[config.mk]
export PLATFORM = sky130hd
export DESIGN_NAME = image_loader_flat
export DESIGN_NICKNAME = d
export VERILOG_FILES = /design/src/rtl/image_loader_if.sv /design/src/rtl/image_loader.sv /design/src/flat_wrapper.sv
export SDC_FILE = /design/constraint.sdc
export NUM_CORES = 1
export LEC_CHECK = 0
export CAP_MARGIN = 20
export CORE_ASPECT_RATIO = 0.8
export CORE_MARGIN = 2
export CORE_UTILIZATION = 44
export DETAILED_ROUTE_END_ITERATION = 7
export PLACE_DENSITY = 0.62
export SYNTH_ARGS = -nofsm -noshare
export SYNTH_HDL_FRONTEND = slang
export SYNTH_SLANG_ARGS = --single-unit
[constraint.sdc]
create_clock -name clk_i -period 5.46 [get_ports clk_i]
set_input_delay 1.092 -clock clk_i [delete_from_list [all_inputs] [get_ports clk_i]]
set_output_delay 1.092 -clock clk_i [all_outputs]
set_load 0.05 [all_outputs]
[src/rtl/image_loader_if.sv]
// Stream-in / byte-write-out bundle between the boot image source, image_loader
// and the CPU-side memories.
interface image_loader_if #(
  parameter int ADDR_W = 10
);
  logic              mode_i;
  logic              word_valid_i;
  logic [31:0]       word_i;
  logic              word_ready_o;
  logic              mem_we_o;
  logic [ADDR_W-1:0] mem_addr_o;
  logic [7:0]        mem_byte_o;
  logic [31:0]       hdr0_o;
  logic              hdr0_load_o;
  logic              done_o;
  logic              err_o;
  logic              cpu_rst_o;

  modport slave (
    input  mode_i, word_valid_i, word_i,
    output word_ready_o, mem_we_o, mem_addr_o, mem_byte_o,
           hdr0_o, hdr0_load_o, done_o, err_o, cpu_rst_o
  );

  modport master (
    output mode_i, word_valid_i, word_i,
    input  word_ready_o, mem_we_o, mem_addr_o, mem_byte_o,
           hdr0_o, hdr0_load_o, done_o, err_o, cpu_rst_o
  );
endinterface

[src/rtl/image_loader.sv]
// Boot loader: parses a header+payload word stream, writes it big-endian into a
// byte memory (zero-filling the rest for data images), then releases the CPU.
module image_loader #(
  parameter int MEM_BYTES = 1024,
  parameter int ADDR_W    = 10
) (
  input  logic         clk_i,
  input  logic         rst_i,
  image_loader_if.slave bus
);
  // One spare bit so the write pointer can represent MEM_BYTES itself.
  localparam int              PW      = ADDR_W + 1;
  localparam logic [34:0]     MEM_LIM = 35'(MEM_BYTES);
  localparam logic [PW-1:0]   LAST    = PW'(MEM_BYTES - 1);

  typedef enum logic [2:0] {HDR0, HDR1, WORD, BYTE, FILL, DONE, ERR} state_t;

  state_t        state, state_d;
  logic          mode_q, mode_d;
  logic [31:0]   hdr0_q, hdr0_d;
  logic [31:0]   rem_q, rem_d;
  logic [31:0]   word_q, word_d;
  logic [1:0]    b_q, b_d;
  logic [PW-1:0] ptr_q, ptr_d;
  logic          we_q, we_d;
  logic [7:0]    byte_q, byte_d;
  logic          ld_q, ld_d;

  logic          ready, acc;
  logic [31:0]   base;
  logic [34:0]   span;

  assign ready = (state == HDR0) || (state == HDR1) || (state == WORD);
  assign acc   = ready && bus.word_valid_i;
  assign base  = mode_q ? 32'd0 : hdr0_q;
  // Extra headroom so base + 4*cnt can never wrap before the range compare.
  assign span  = {3'b000, base} + {1'b0, bus.word_i, 2'b00};

  always_ff @(posedge clk_i or negedge rst_i) begin
    if (!rst_i) begin
      state  <= HDR0;
      mode_q <= 1'b0;
      hdr0_q <= '0;
      rem_q  <= '0;
      word_q <= '0;
      b_q    <= '0;
      ptr_q  <= '0;
      we_q   <= 1'b0;
      byte_q <= '0;
      ld_q   <= 1'b0;
    end else begin
      state  <= state_d;
      mode_q <= mode_d;
      hdr0_q <= hdr0_d;
      rem_q  <= rem_d;
      word_q <= word_d;
      b_q    <= b_d;
      ptr_q  <= ptr_d;
      we_q   <= we_d;
      byte_q <= byte_d;
      ld_q   <= ld_d;
    end
  end

  // Memory outputs are computed one cycle ahead so they stay registered and
  // line up with the state they belong to.
  always_comb begin
    state_d = state;
    mode_d  = mode_q;
    hdr0_d  = hdr0_q;
    rem_d   = rem_q;
    word_d  = word_q;
    b_d     = b_q;
    ptr_d   = ptr_q;
    we_d    = 1'b0;
    byte_d  = 8'h00;
    ld_d    = 1'b0;
    case (state)
      HDR0: if (acc) begin
        hdr0_d  = bus.word_i;
        mode_d  = bus.mode_i;
        ld_d    = 1'b1;
        state_d = HDR1;
      end
      HDR1: if (acc) begin
        rem_d = bus.word_i;
        if ((!mode_q && hdr0_q[1:0] != 2'b00) || span > MEM_LIM) begin
          state_d = ERR;
        end else if (bus.word_i != 32'd0) begin
          ptr_d   = base[PW-1:0];
          state_d = WORD;
        end else if (mode_q) begin
          ptr_d   = '0;
          we_d    = 1'b1;
          state_d = FILL;
        end else begin
          state_d = DONE;
        end
      end
      WORD: if (acc) begin
        word_d  = bus.word_i;
        b_d     = 2'd0;
        we_d    = 1'b1;
        byte_d  = bus.word_i[31:24];
        state_d = BYTE;
      end
      BYTE: begin
        ptr_d = ptr_q + PW'(1);
        if (b_q != 2'd3) begin
          b_d    = b_q + 2'd1;
          we_d   = 1'b1;
          byte_d = word_q[5'd23 - 5'({b_q, 3'b000}) -: 8];
        end else begin
          rem_d = rem_q - 32'd1;
          if (rem_q != 32'd1) begin
            state_d = WORD;
          end else if (mode_q && ptr_q != LAST) begin
            we_d    = 1'b1;
            state_d = FILL;
          end else begin
            state_d = DONE;
          end
        end
      end
      FILL: begin
        if (ptr_q == LAST) begin
          state_d = DONE;
        end else begin
          ptr_d = ptr_q + PW'(1);
          we_d  = 1'b1;
        end
      end
      DONE:    state_d = DONE;
      ERR:     state_d = ERR;
      default: state_d = HDR0;
    endcase
  end

  assign bus.word_ready_o = ready;
  assign bus.mem_we_o     = we_q;
  assign bus.mem_addr_o   = ptr_q[ADDR_W-1:0];
  assign bus.mem_byte_o   = byte_q;
  assign bus.hdr0_o       = hdr0_q;
  assign bus.hdr0_load_o  = ld_q;
  assign bus.done_o       = (state == DONE);
  assign bus.err_o        = (state == ERR);
  assign bus.cpu_rst_o    = (state == DONE);
endmodule

[src/flat_wrapper.sv]
// flat-port wrapper written by rule: the top's interface ports become plain ports
module image_loader_flat 
#(
  parameter int MEM_BYTES = 1024,
  parameter int ADDR_W    = 10
)
  (clk_i, rst_i, bus_mode_i, bus_word_valid_i, bus_word_i, bus_word_ready_o, bus_mem_we_o, bus_mem_addr_o, bus_mem_byte_o, bus_hdr0_o, bus_hdr0_load_o, bus_done_o, bus_err_o, bus_cpu_rst_o);
  image_loader_if #(.ADDR_W(ADDR_W)) bus_i ();
  input  logic clk_i;
  input  logic rst_i;
  input wire logic [$bits(bus_i.mode_i)-1:0] bus_mode_i;
  input wire logic [$bits(bus_i.word_valid_i)-1:0] bus_word_valid_i;
  input wire logic [$bits(bus_i.word_i)-1:0] bus_word_i;
  output wire logic [$bits(bus_i.word_ready_o)-1:0] bus_word_ready_o;
  output wire logic [$bits(bus_i.mem_we_o)-1:0] bus_mem_we_o;
  output wire logic [$bits(bus_i.mem_addr_o)-1:0] bus_mem_addr_o;
  output wire logic [$bits(bus_i.mem_byte_o)-1:0] bus_mem_byte_o;
  output wire logic [$bits(bus_i.hdr0_o)-1:0] bus_hdr0_o;
  output wire logic [$bits(bus_i.hdr0_load_o)-1:0] bus_hdr0_load_o;
  output wire logic [$bits(bus_i.done_o)-1:0] bus_done_o;
  output wire logic [$bits(bus_i.err_o)-1:0] bus_err_o;
  output wire logic [$bits(bus_i.cpu_rst_o)-1:0] bus_cpu_rst_o;
  assign bus_i.mode_i = bus_mode_i;
  assign bus_i.word_valid_i = bus_word_valid_i;
  assign bus_i.word_i = bus_word_i;
  assign bus_word_ready_o = bus_i.word_ready_o;
  assign bus_mem_we_o = bus_i.mem_we_o;
  assign bus_mem_addr_o = bus_i.mem_addr_o;
  assign bus_mem_byte_o = bus_i.mem_byte_o;
  assign bus_hdr0_o = bus_i.hdr0_o;
  assign bus_hdr0_load_o = bus_i.hdr0_load_o;
  assign bus_done_o = bus_i.done_o;
  assign bus_err_o = bus_i.err_o;
  assign bus_cpu_rst_o = bus_i.cpu_rst_o;
  image_loader #(.MEM_BYTES(MEM_BYTES), .ADDR_W(ADDR_W)) u_core (.clk_i(clk_i), .rst_i(rst_i), .bus(bus_i));
endmodule
## Word-level counts from Yosys, hierarchy flattened

Cells that the tools add are included.

- Flip-flop bits (word level): 123
- Input bits: 36
- Output and inout port bits: 56
- Word-level logic and storage cells: 93

- Add/subtract/negate cells: 5
- $lt $le $gt $ge: 1
- Equal/unequal tests: 19
- Shifts and indexed selects: 1
- Multiplexer cells: 38
- Reductions and logical operators: 19

Operators with widths:

| cell | number |
|---|---|
| $mux W32 | 3 |
| $pmux W32 S2 | 1 |
| $mux W11 | 5 |
| $shiftx A39 B6 Y8 | 1 |
| $add A32 B34 Y35 | 1 |
| $gt A35 B11 Y1 const B | 1 |
| $pmux W11 S3 | 1 |
| $ne A32 B1 Y1 const B | 1 |
| $reduce_bool A32 Y1 | 1 |
| $sub A32 B1 Y32 const B | 1 |
| $mux W3 | 8 |
| $pmux W3 S7 | 1 |
| $mux W8 | 2 |
| $pmux W8 S2 | 1 |
| $mux W1 | 12 |
| $add A11 B1 Y11 const B | 1 |
| $eq A11 B10 Y1 const B | 1 |
| $ne A11 B10 Y1 const B | 1 |
| $ne A2 B1 Y1 const B | 5 |
| $reduce_and A5 Y1 | 2 |
| $eq A3 B3 Y1 const B | 3 |
| $ne A2 B2 Y1 const B | 4 |
| $eq A3 B2 Y1 const B | 2 |
| $reduce_and A3 Y1 | 2 |
| other kinds (14) | 22 |

## Logic depth before layout (Yosys ltp)

- Depth after elaboration: 7
- Gate-level depth with buffers: 17
- Gate-level depth less buffers: 13

## Least setup slack after synthesis

Ideal clock, no wire load.

- Kind: input to register
- Start: input bus_word_i[8]
- End: register u_core.ptr_q[1]
- Setup time: 0.125 ns
- Arrival time: 4.389 ns
- Data required time: 5.335 ns
- Path slack: 0.946 ns
- Stages on the path: 14
- Path buffers: 3
- Cell sequence: ha_1 > clkbuf_1 > nand4_1 > or3_1 > o32a_2 > a22oi_2 > mux2_4 > or4_4 > a211oi_2 > a31o_1 > buf_6 > and2_4 > buf_8 > mux2_4

- Word-level cells in the longest chain between the ends: 5
- Elaborated cells between the ends (all ways): 11
- Those cells by class: add/sub (1); order compare (1); eq/ne (2); mux (4); reduce/logical (3)

Ends and longest elaborated chain:

| item | RTL line | text |
|---|---|---|
| start: declaration | flat_wrapper.sv:13 | `input wire logic [$bits(bus_i.word_i)-1:0] bus_word_i;` |
| $add A32 B34 Y35 or $reduce_bool A32 Y1 (tied branches) | image_loader.sv:37, image_loader.sv:89 |  |
| $gt A35 B11 Y1 or $mux W11 (tied branches) | image_loader.sv:87, image_loader.sv:89 |  |
| $logic_or A1 B1 Y1 or $mux W11 (tied branches) | image_loader.sv:87 | `if ((!mode_q && hdr0_q[1:0] != 2'b00) \|\| span > MEM_LIM) begin` |
| $ne A2 B2 Y1 (no source line) or $mux W11 (tied branches) | -- |  |
| $reduce_and A5 Y1 (no source line) or $pmux W11 S3 (tied branches) | -- |  |
| end signal: assignment | image_loader.sv:58 | `ptr_q <= ptr_d;` |
| end: declaration | image_loader.sv:24 | `logic [PW-1:0] ptr_q, ptr_d;` |

Parallel ways exist; a longest one is shown, timed or not. The select of a mux whose other input is x is not followed.
A chain may end at the register's enable or synchronous reset.

## Worst setup path after layout

- Start: input bus_word_i[9]
- End: register u_core.state[0]

- Word-level cells in the longest chain between the ends: 6
- Elaborated cells between the ends (all ways): 8
- Those cells by class: add/sub (1); order compare (1); mux (4); reduce/logical (2)

Ends and longest elaborated chain:

| item | RTL line | text |
|---|---|---|
| $add A32 B34 Y35 | image_loader.sv:37 | `assign span = {3'b000, base} + {1'b0, bus.word_i, 2'b00};` |
| $gt A35 B11 Y1 | image_loader.sv:87 |  |
| $logic_or A1 B1 Y1 | image_loader.sv:87 |  |
| $mux W3 * | image_loader.sv:87 |  |
| $mux W3 * | image_loader.sv:85 | `HDR1: if (acc) begin` |
| $pmux W3 S7 * | image_loader.sv:78 | `case (state)` |
| end signal: assignment | image_loader.sv:52 | `state <= state_d;` |
| end: declaration | image_loader.sv:18 | `state_t state, state_d;` |

Every way passes the cells marked *; elsewhere a longest branch is shown, timed or not. The select of a mux whose other input is x is not followed.

==> reports/qor.yml <==
sta:
  tightest_slew_ps: 1080
  final.setup.worst_slack_ps: 705
  rsz0062_at_grt: "false"
  slew_viol_final: 0
  max_freq_ghz: 0.210
  fin_crit_sh: 0.871
  setup-violations-final: 0
  period_needed_ps: 4760
  tns_ps: 0
  relSlewSlack: 0.282
  fin_skew_ps: 8.53
  hold_viol: 0
detailed_routing:
  drtPass1Iterations: 6
  drc: 0
  drtAntennaViolNets: 0
  vias: 7848
  wirelength_um: 26600
  routed_via_density: 6.06
  drt-initial-drc-count: 731
  wire_per_inst_um: 20.6
clocking:
  cts_tree: "done"
  clock_latency_ps: 420
  cts.sinks: 123
  cts_buffers: 17
  cts-hold-fix-buffers: 0
  cts-resized-gates: 0
  htree_levels: 4
  cts_root_buf: "clkbuf_16"
  clk_pin_slew_ps: 60
  cts_setup_buffers: 0
  cts_buffer_depth: 2
placement:
  place_area_um2: 9730
  port_buffers: 91
  dpl.hpwl_um: 19600
  post-place-ws_ps: 281
  gp_congestion: 0.938
synth:
  yosysSeqAreaShare: 0.363
  synth_top_cell_by_area: "dfrtp_1"
  async_reset_ff_frac: 1.00
  ys.flop_type: "dfrtp_1"
  syn_avg_cell_area_um2: 9.06
  synthTopCellsByCount: "123 x dfrtp_1, 76 x o21ai_0, 75 x a21oi_1, 69 x nand2_1, 66 x mux2_2"
  synth.most_common_cell: "dfrtp_1"
  yosys_warnings: 0
  synth_area_leaders: "dfrtp_1 36%, mux2_2 8.8%, ha_1 5.0%"
  yosysTopAreaCellShare: 0.363
  synth_area_um2: 8480
  synth_fp_nets: 1007
  ys_seq_elements: 123
  syn_inst: 936
  yosysUniqueCellTypes: 77
  synth_edf_count: 0
min_path:
  hold_class: "reg2reg"
  hold-path-cell-count: 2
finish:
  final_util: 0.545
  drive_above_1_share: 0.166
  area_growth_pct: 21.5
  final_nets: 1095
  final_area_um2: 10300
  antenna_cells: 0
die:
  die_h_um: 128
  rows: 45
  core_area_um2: 18900
  die-area_um2: 20400
  initial_core_util: 0.448
  die_w_um: 159
  pin_count: 92
setup_path:
  path_class: "in2reg"
  rr_worst_depth: 13
  start_kind: "primary input"
  endpoint_kind: "flop"
  cp.arrival_ps: 5070
  critPathRequiredTime_ps: 5770
  critPathMaxFanout: 12
  r2r_slack_ps: 1050
global_route:
  grt_max_degree: 47
  gr-total-overflow: 0
  grt_pass1_wl_um: 42000
  grt_pass1_vias: 7225
  antenna_found_initial: 0
  grtUsageTotal: 0.267
run_status:
  outcome: "completed"
flow_run:
  cap_violations: 0
pwr:
  vdd_drop_max_mv: 0.329
  leakagePower_nw: 4.17
  p_per_area_nw_per_um2: 715
==> worst max-delay path, cell delays in order <==
cell and delay [ps]:
clkdlybuf4s50_1 500, ha_1 530, nand4_1 180, or3_1 330, o32a_2 230, a22oi_2 250, mux2_4 320, or4_4 530
a211oi_2 350, and3_1 320, nand2_1 100, o41ai_1 310
==> through the flow <==
step	instances	total power (W)	hold slack, ps
floorplan	936	0.00500	444
global placement	1262	0.00617	466
detailed placement	1262	0.00621	476
CTS	1293	0.00734	489
global route	1294	0.00786	516
finish	1294	0.00737	485
==> sequential cells by signal, indices dropped and copies added, names as in the netlist <==
name,cells
u_core.b_q,2
u_core.bus.mem_we_o,1
u_core.bus.hdr0_o,32
u_core.ptr_q,11
u_core.bus.hdr0_load_o,1
u_core.bus.mem_byte_o,8
u_core.state,3
u_core.rem_q,32
u_core.mode_q,1
u_core.word_q,32
==> power by group <==
part / internal, W / switching, W
combinational: 0.00178 / 0.00269
clock: 0.000689 / 0.000409
sequential: 0.00137 / 0.000431
total: 0.00384 / 0.00353
==> worst paths after layout <==
kind / start / end
min reg2reg: u_core.rem_q[6] / u_core.rem_q[6]
min in group asynchronous: rst_i / u_core.rem_q[1]
min: u_core.rem_q[6] / u_core.rem_q[6]
max reg2reg: u_core.mode_q / u_core.state[0]
max in group asynchronous: rst_i / u_core.word_q[7]
max: bus_word_i[9] / u_core.state[0]
==> area by class of cell <==
class | instances | area [um2]
timing repair buffer | 139 | 1270
clock buffer | 23 | 468
fill | 1810 | 8620
multi-input combinational | 722 | 4990
clock inverter | 8 | 93.8
inverter | 21 | 78.8
sequential | 123 | 3080
tap | 258 | 323
==> metal layers <==
layer	GRT usage	routed length, um	vias up
met1	0.397	12300	3811
met2	0.403	11700	359
met5	0	0	-
met3	0.0459	2150	38
met4	0.0738	456	0
li1	-	-	3640
==> layout by cell type, fill, tap and decap left out, types with 30 or more instances in the layout <==
master,instances
ha_1,34
nor2_1,60
mux2_2,66
o21ai_0,76
nor2b_1,30
nand2_1,69
a21oi_1,75
dfrtp_1,123
clkdlybuf4s50_1,90
buf_4,48
==> cells by family after synthesis <==
kind of cell / after synthesis / share of synthesized area
compound gates: 282 / 0.216
xor+xnor: 13 / 0.0134
fa+ha+maj: 35 / 0.0525
buf+inv: 91 / 0.0496
flops: 123 / 0.363
mux: 82 / 0.120
simple gates: 310 / 0.185
(Power assumes the default switching activity.)
